### src/rtl/epb_wb_pkg.sv
// epb_wb_pkg: FSM states, constants and helpers shared by the EPB-to-Wishbone bridge
package epb_wb_pkg;
    localparam logic [1:0] S_IDLE = 2'd0;
    localparam logic [1:0] S_CYC  = 2'd1;
    localparam logic [1:0] S_RESP = 2'd2;
    localparam logic [1:0] S_HOLD = 2'd3;
    localparam logic [31:0] ERR_DATA_DEF = 32'hDEAD_BEEF;
    localparam int ERR_CNT_W = 16;
    function automatic int clog2(input int v);
        int r;
        r = 0;
        while ((1 << r) < v) r++;
        return r;
    endfunction
endpackage

### src/rtl/epb_wb_watchdog.sv
// epb_wb_watchdog: counts cycles while run is high and pulses expired when the count reaches TIMEOUT-1
module epb_wb_watchdog #(
    parameter int TIMEOUT = 1024
) (
    input  logic clk,
    input  logic rst,
    input  logic clr,
    input  logic run,
    output logic expired
);
    logic [15:0] cnt_q, cnt_d;
    // Restart from zero on clear, otherwise advance while the bus cycle is running
    always_comb begin
        cnt_d   = clr ? '0 : run ? cnt_q + 16'd1 : cnt_q;
        expired = run && !clr && cnt_q == 16'(TIMEOUT - 1);
    end
    // Counter register
    always_ff @(posedge clk) begin
        if (rst) cnt_q <= '0;
        else     cnt_q <= cnt_d;
    end
endmodule

### src/rtl/epb_wb_bridge_sync.sv
// epb_wb_bridge_sync: single-clock EPB slave to classic Wishbone master; watchdog built only with EPB_WB_TIMEOUT_EN
module epb_wb_bridge_sync import epb_wb_pkg::*; #(
    parameter int          ADDR_W   = 25,
    parameter int          DATA_W   = 32,
    parameter int          TIMEOUT  = 1024,
    parameter logic [31:0] ERR_DATA = ERR_DATA_DEF
) (
    input  logic                                  wb_clk_i,
    input  logic                                  wb_rst_i,
    output logic                                  wb_cyc_o,
    output logic                                  wb_stb_o,
    output logic                                  wb_we_o,
    output logic [DATA_W/8-1:0]                   wb_sel_o,
    output logic [ADDR_W+clog2(DATA_W/8)-1:0]     wb_adr_o,
    output logic [DATA_W-1:0]                     wb_dat_o,
    input  logic [DATA_W-1:0]                     wb_dat_i,
    input  logic                                  wb_ack_i,
    input  logic                                  wb_err_i,
    input  logic                                  epb_cs_n,
    input  logic                                  epb_oe_n,
    input  logic                                  epb_r_w_n,
    input  logic [DATA_W/8-1:0]                   epb_be_n,
    input  logic [ADDR_W-1:0]                     epb_addr,
    input  logic [DATA_W-1:0]                     epb_data_i,
    output logic [DATA_W-1:0]                     epb_data_o,
    output logic                                  epb_data_oe_n,
    output logic                                  epb_rdy,
    output logic [ERR_CNT_W-1:0]                  err_cnt
);
    localparam int SEL_W = DATA_W / 8;
    localparam int OFF_W = clog2(SEL_W);
    localparam int BA_W  = ADDR_W + OFF_W;

    if (!(DATA_W inside {8, 16, 32, 64}) || TIMEOUT < 2 || TIMEOUT > 65535) begin : g_bad_param
        $error("epb_wb_bridge_sync: unsupported DATA_W or TIMEOUT");
    end

    logic [1:0]           state_q, state_d;
    logic                 cyc_q, cyc_d, we_q, we_d, prev_cs_n_q;
    logic [SEL_W-1:0]     sel_q, sel_d;
    logic [BA_W-1:0]      adr_q, adr_d;
    logic [DATA_W-1:0]    dat_q, dat_d, rdata_q, rdata_d;
    logic [ERR_CNT_W-1:0] err_cnt_q, err_cnt_d;
    logic                 start, expired, fail, done;

    assign start = state_q == S_IDLE && prev_cs_n_q && !epb_cs_n;

`ifdef EPB_WB_TIMEOUT_EN
    epb_wb_watchdog #(.TIMEOUT(TIMEOUT)) u_watchdog (
        .clk     (wb_clk_i),
        .rst     (wb_rst_i),
        .clr     (start),
        .run     (state_q == S_CYC),
        .expired (expired)
    );
`else
    assign expired = 1'b0;
`endif

    assign fail = wb_err_i || expired;
    assign done = state_q == S_CYC && (fail || wb_ack_i);

    // Next-state logic: latch host fields at start, terminate on ack/err/timeout, then handshake with the host
    always_comb begin
        state_d   = state_q;
        cyc_d     = cyc_q;
        we_d      = we_q;
        sel_d     = sel_q;
        adr_d     = adr_q;
        dat_d     = dat_q;
        rdata_d   = rdata_q;
        err_cnt_d = err_cnt_q;
        if (start) begin
            state_d = S_CYC;
            cyc_d   = 1'b1;
            we_d    = !epb_r_w_n;
            sel_d   = ~epb_be_n;
            adr_d   = BA_W'(epb_addr) << OFF_W;
            dat_d   = epb_data_i;
        end
        if (done) begin
            state_d   = S_RESP;
            cyc_d     = 1'b0;
            rdata_d   = we_q ? rdata_q : fail ? DATA_W'(ERR_DATA) : wb_dat_i;
            err_cnt_d = fail && err_cnt_q != '1 ? err_cnt_q + 1'b1 : err_cnt_q;
        end
        if (state_q == S_RESP) state_d = epb_cs_n ? S_IDLE : S_HOLD;
        if (state_q == S_HOLD && epb_cs_n) state_d = S_IDLE;
    end

    // State and datapath registers
    always_ff @(posedge wb_clk_i) begin
        if (wb_rst_i) begin
            state_q     <= S_IDLE;
            cyc_q       <= 1'b0;
            we_q        <= 1'b0;
            sel_q       <= '0;
            adr_q       <= '0;
            dat_q       <= '0;
            rdata_q     <= '0;
            err_cnt_q   <= '0;
            prev_cs_n_q <= 1'b1;
        end else begin
            state_q     <= state_d;
            cyc_q       <= cyc_d;
            we_q        <= we_d;
            sel_q       <= sel_d;
            adr_q       <= adr_d;
            dat_q       <= dat_d;
            rdata_q     <= rdata_d;
            err_cnt_q   <= err_cnt_d;
            prev_cs_n_q <= epb_cs_n;
        end
    end

    // Outputs: rdy pulses only when the host is still selected in RESP; the pad drives only for reads in HOLD
    always_comb begin
        wb_cyc_o      = cyc_q;
        wb_stb_o      = cyc_q;
        wb_we_o       = we_q;
        wb_sel_o      = sel_q;
        wb_adr_o      = adr_q;
        wb_dat_o      = dat_q;
        epb_data_o    = rdata_q;
        err_cnt       = err_cnt_q;
        epb_rdy       = state_q == S_RESP && !epb_cs_n;
        epb_data_oe_n = !(state_q == S_HOLD && !epb_cs_n && !we_q && !epb_oe_n);
    end
endmodule

### config.mk
export PLATFORM = sky130hd
export DESIGN_NAME = epb_wb_bridge_sync
export DESIGN_NICKNAME = d
export VERILOG_FILES = /design/src/rtl/epb_wb_pkg.sv /design/src/rtl/epb_wb_watchdog.sv /design/src/rtl/epb_wb_bridge_sync.sv
export SDC_FILE = /design/constraint.sdc
export NUM_CORES = 1
export LEC_CHECK = 0
export BUFFER_PORTS_ARGS = -buffer_cell sky130_fd_sc_hd__buf_2
export CAP_MARGIN = 20
export CORE_MARGIN = 2
export CORE_UTILIZATION = 49
export DETAILED_ROUTE_END_ITERATION = 12
export PLACE_DENSITY = 0.84
export SYNTH_ARGS = -nofsm -noshare
export SYNTH_HDL_FRONTEND = slang
export SYNTH_HIERARCHICAL = 1
export SYNTH_SLANG_ARGS = --single-unit
### constraint.sdc
create_clock -name wb_clk_i -period 3.8 [get_ports wb_clk_i]
set_input_delay 0.57 -clock wb_clk_i [delete_from_list [all_inputs] [get_ports wb_clk_i]]
set_output_delay 0.57 -clock wb_clk_i [all_outputs]
set_load 0.1 [all_outputs]
# Yosys cells after proc, flatten, opt, wreduce, memory -nomap -nowiden
# Cells that the tools add are included.
[totals]
out_inout_bits = 116
word_cells = 42
register_bits = 114
[classes]
addsub = 1
bitwise = 2
reduce_logical = 21
n_eq_ne = 4
n_mux = 5
[op_table]
columns = ["op", "n"]
rows = [
  ["two-way mux 32 bit", 1],
  ["adder 16 x 1 -> 16 bit, second input constant", 1],
  ["inequality test 16 bit, second input constant", 1],
  ["logical AND 1 bit", 9],
  ["two-way mux 2 bit", 4],
  ["logical NOT 1 bit", 5],
  ["== test 2 bit, second input constant", 2],
  ["inverter 4 bit", 1],
  ["AND reduction 2 bit", 2],
  ["OR reduction 2 bit", 2],
  ["nonzero test 3 bit", 1],
  ["== test 2 x 1 -> 1 bit, second input constant", 1],
  ["logical NOT 2 bit", 1],
  ["logical OR 1 bit", 1],
  ["inverter 1 bit", 1],
]

# Longest topological paths before layout
[logic_depth]
depth_word = 6
mapped_depth = 6

# Least setup slack after synthesis
# Ideal clock, no wire load.
[synth_path]
path_type = "in2out"
start = "input epb_cs_n"
end = "output epb_rdy"
cell_stages = 2
arrival_ns = 1.976
setup_slack_ns = 1.254
n_path_buf = 0
path_cell_list = "nand2b_1 -> nor2_1"
[synth_between]
elab_chain_cells = 2
[synth_rtl]
columns = ["item", "line_no", "rtl"]
rows = [
  ["start: declaration", "epb_wb_bridge_sync.sv:19", "input logic epb_cs_n,"],
  ["logical NOT 1 bit", "epb_wb_bridge_sync.sv:126", "epb_rdy = state_q == S_RESP && !epb_cs_n;"],
  ["logical AND 1 bit", "epb_wb_bridge_sync.sv:126", ""],
  ["end: declaration", "epb_wb_bridge_sync.sv:27", "output logic epb_rdy,"],
]
# No other way between the ends.

# Worst setup path in the final report
[layout_path]
start = "register state_q[1]"
end = "output epb_data_oe_n"
[layout_between]
elab_chain_cells = 5
[layout_rtl]
columns = ["item", "line_no", "rtl"]
rows = [
  ["start: declaration", "epb_wb_bridge_sync.sv:38", "logic [1:0] state_q, state_d;"],
  ["start signal: assignment", "epb_wb_bridge_sync.sv:104", "state_q <= state_d;"],
  ["== test 2 bit", "epb_wb_bridge_sync.sv:127", "epb_data_oe_n = !(state_q == S_HOLD && !epb_cs_n && !we_q && !epb_oe_n);"],
  ["logical AND 1 bit (3 in a row)", "epb_wb_bridge_sync.sv:127", ""],
  ["logical NOT 1 bit", "epb_wb_bridge_sync.sv:127", ""],
  ["end: declaration", "epb_wb_bridge_sync.sv:26", "output logic epb_data_oe_n,"],
]
# No other way between the ends.

==> flow_metrics.py <==
metrics = {
    "status": {
        "status": "completed",
    },
    "critical_path": {
        "rrSetupSlack_ns": 1.70,
        "worstPathArrival_ns": 2.08,
        "path_max_fanout": 6,
        "slowest_stage": "or4b_2",
        "critPathCaptureType": "primary output",
        "slowest_delay_ns": 0.62,
        "cp.required_ns": 3.23,
        "cp_cell_sequence": "nand2b_1, or4b_2, buf_2",
        "critPathTopFamily": "simple AND/OR/NAND/NOR gates",
        "critPathBufInv": 1,
        "path_class": "flip-flop to primary output",
        "crit_path_start_kind": "flip-flop",
    },
    "grt": {
        "grt_usage_pct": 24.8,
        "grt_pass1_vias": 4322,
        "grt_pass1_wl_um": 19700,
        "overflow": 0,
        "grt_max_degree": 126,
        "antenna_found_initial": 0,
    },
    "finish": {
        "synthToLayoutAreaGrowth_pct": 37.6,
        "antenna_cells": 0,
        "finalInstanceArea_mm2": 0.00607,
        "stdcell_count": 854,
        "final_layout_size_suffix_gt1_share_pct": 36.2,
        "fin_nets": 834,
    },
    "logic_synthesis": {
        "synth_area_mm2": 0.00441,
        "synth_edf_count": 0,
        "synth_area_leaders": "dfxtp_1, nand2_1, a21oi_1",
        "synth_top_area_share_pct": 51.7,
        "synth-seq-cells": 114,
        "synth_top_area_cell": "dfxtp_1",
        "synthCells": 539,
        "seq_area_frac_synth_pct": 51.7,
        "synth_warnings": 6,
        "async_flop_share_pct": 0,
        "synthDistinctLibCells": 39,
        "synthFlopType": "dfxtp_1",
        "syn_area_per_cell_um2": 8.19,
    },
    "pwr": {
        "irDropWorstVdd_mv": 0.380,
        "pwr_density_cell_mw_per_mm2": 609,
        "p_leak_nw": 2.78,
    },
    "place": {
        "dp.cells": 820,
        "hpwl_um": 8350,
        "io_buffers": 213,
        "place.gp.congestion": 0.766,
        "dpl_cell_area_mm2": 0.00546,
        "place_ws_ns": 1.30,
    },
    "flow_run": {
        "maxCapViolCount": 0,
    },
    "clock_network": {
        "post_cts_resized": 0,
        "cts.hold.buffers_added": 0,
        "htreeDepth": 4,
        "clock_latency_ns": 0.50,
        "path_clk_slew_ns": 0.06,
        "post_cts_buffers": 0,
        "cts_buffers": 17,
        "root_buffer": "clkbuf_8",
        "cts_tree": "built",
        "clockBufferDepth": 2,
        "cts_sinks": 114,
    },
    "timing": {
        "fmax_mhz": 377,
        "setup_ws_ns": 1.15,
        "setup_tns_ns": 0,
        "fin_crit_ns": 2.65,
        "setup_viol": 0,
        "worst_slew_pin_slew_ns": 1.06,
        "skew_ns": 0.00886,
        "rsz0062_at_grt": "no",
        "relSlewSlack_pct": 29.5,
        "hold_viol_final": 0,
        "slew_violations": 0,
        "fin_crit_sh_pct": 69.7,
    },
    "drt": {
        "vias": 4438,
        "drc": 0,
        "ant_nets": 0,
        "wl_um": 12300,
        "drt_iter0_drc": 144,
        "wl_per_cell_um": 14.4,
        "vias_per_cell": 5.20,
        "first_pass_iters": 4,
    },
    "floorplan": {
        "num_io_pins": 216,
        "initial_core_util_pct": 50.6,
        "die_w_um": 98.9,
        "die_area_mm2": 0.00978,
        "die_h_um": 98.9,
        "core_mm2": 0.00872,
        "num_rows": 34,
    },
    "hold_path": {
        "hold_path_class": "primary input to flip-flop",
    },
}
## state kept, by name (all words and copies together), names as in the netlist
signal,count
wb_dat_o,32
wb_cyc_o,1
wb_we_o,1
wb_sel_o,4
err_cnt,16
prev_cs_n_q,1
state_q,2
wb_adr_o,25
epb_data_o,32
## cell usage in the layout (no fill, tap or decap), types with 2 or more instances in the layout
cell | netlist | routed
buf_2 | 8 | 212
nand2_1 | 130 | 130
dfxtp_1 | 114 | 114
a21oi_1 | 74 | 74
nor3_1 | 49 | 49
nor2_1 | 45 | 45
clkbuf_16 | 0 | 16
nor2b_1 | 10 | 10
mux2_2 | 10 | 10
a211oi_1 | 10 | 10
nand3b_1 | 8 | 8
nand4_1 | 5 | 5
nand3_1 | 5 | 5
nand2b_1 | 4 | 4
clkinvlp_4 | 0 | 4
buf_4 | 4 | 4
and3_1 | 3 | 3
clkinv_2 | 0 | 3
clkinv_4 | 0 | 3
inv_6 | 0 | 3
or4b_2 | 1 | 2
or3_1 | 2 | 2
and4_1 | 2 | 2
inv_1 | 2 | 2
a2111oi_2 | 2 | 2
o31ai_1 | 2 | 2
a31oi_1 | 2 | 2
or2_2 | 2 | 2
conb_1 | 1 | 2
bufinv_16 | 0 | 2
buf_12 | 0 | 2
## cell type report
class | instances | area [um^2]
inverters | 2 | 7.51
repair buffers | 218 | 1130
clock buffers | 17 | 414
flip-flops and latches | 114 | 2280
well taps | 108 | 135
multi-input cells | 380 | 1940
clock inverters | 15 | 158
fillers | 695 | 2650
## cell families (layout without fill, tap and decap cells)
kind of cell    Yosys count  count (layout)  share of synthesized area [%]
other cells               1               2                         0.0850
fa+ha+maj                 1               1                          0.284
flops                   114             114                           51.7
mux                      11              11                           2.78
buf+inv                  46             252                           4.65
compound gates           93              93                           11.9
simple gates            273             273                           28.5
## worst paths after layout
check / end / cells past startpoint / from
max: epb_data_oe_n / 3 / state_q[1]$_SDFFE_PP0P_
min: wb_sel_o[3]$_SDFFE_PP0P_ / 2 / epb_be_n[3]
max reg2reg: err_cnt[14]$_SDFFE_PP0P_ / 5 / err_cnt[0]$_SDFFE_PP0P_
min reg2reg: wb_dat_o[2]$_SDFFE_PP0P_ / 2 / wb_dat_o[2]$_SDFFE_PP0P_
## worst reg2reg max path: cells and delay by family, from the launching register on
kind / cells / cell delay, ns
and+or+nand+nor: 3 / 1.02
DFF: 1 / 0.41
adders and majority gates: 1 / 0.19
muxes: 1 / 0.37
## synth_stat cells (2+ instances only)
master / instances
nor3_1: 49
buf_2: 8
o31ai_1: 2
nor2b_1: 10
buf_4: 4
inv_1: 2
a31oi_1: 2
and4_1: 2
a2111oi_2: 2
nand2_1: 130
or3_1: 2
buf_1: 2
a211oi_1: 10
a21oi_1: 74
nor2_1: 45
mux2_2: 10
dfxtp_1: 114
nand2b_1: 4
nand3_1: 5
clkbuf_1: 29
nand3b_1: 8
nand4_1: 5
and3_1: 3
or2_2: 2
## layer usage
metal  up-vias  global-route usage, %  part of all wire [%]
met5         -                      0                     0
met3        21                   7.30                   7.8
li1       2206                      -                     -
met2       194                   45.6                    52
met1      2017                   26.9                    39
met4         0                   8.64                   1.7
## stage by stage
| stage | hold WS [ns] | util, % | total power [mW] |
|---|---|---|---|
| floorplan | 0.513 | - | 2.04 |
| finish | 0.242 | 69.6 | 3.70 |
| global route | 0.232 | 69.6 | 3.83 |
| global placement | 0.436 | 62.6 | 2.18 |
| detailed placement | 0.443 | 62.6 | 2.20 |
| CTS | 0.217 | 69.2 | 3.71 |
## power breakdown
| group | internal (mW) | switching (mW) |
|---|---|---|
| combinational | 0.152 | 0.717 |
| clock | 0.936 | 0.582 |
| sequential | 1.27 | 0.0422 |
Power figures use the tool's default switching activity.
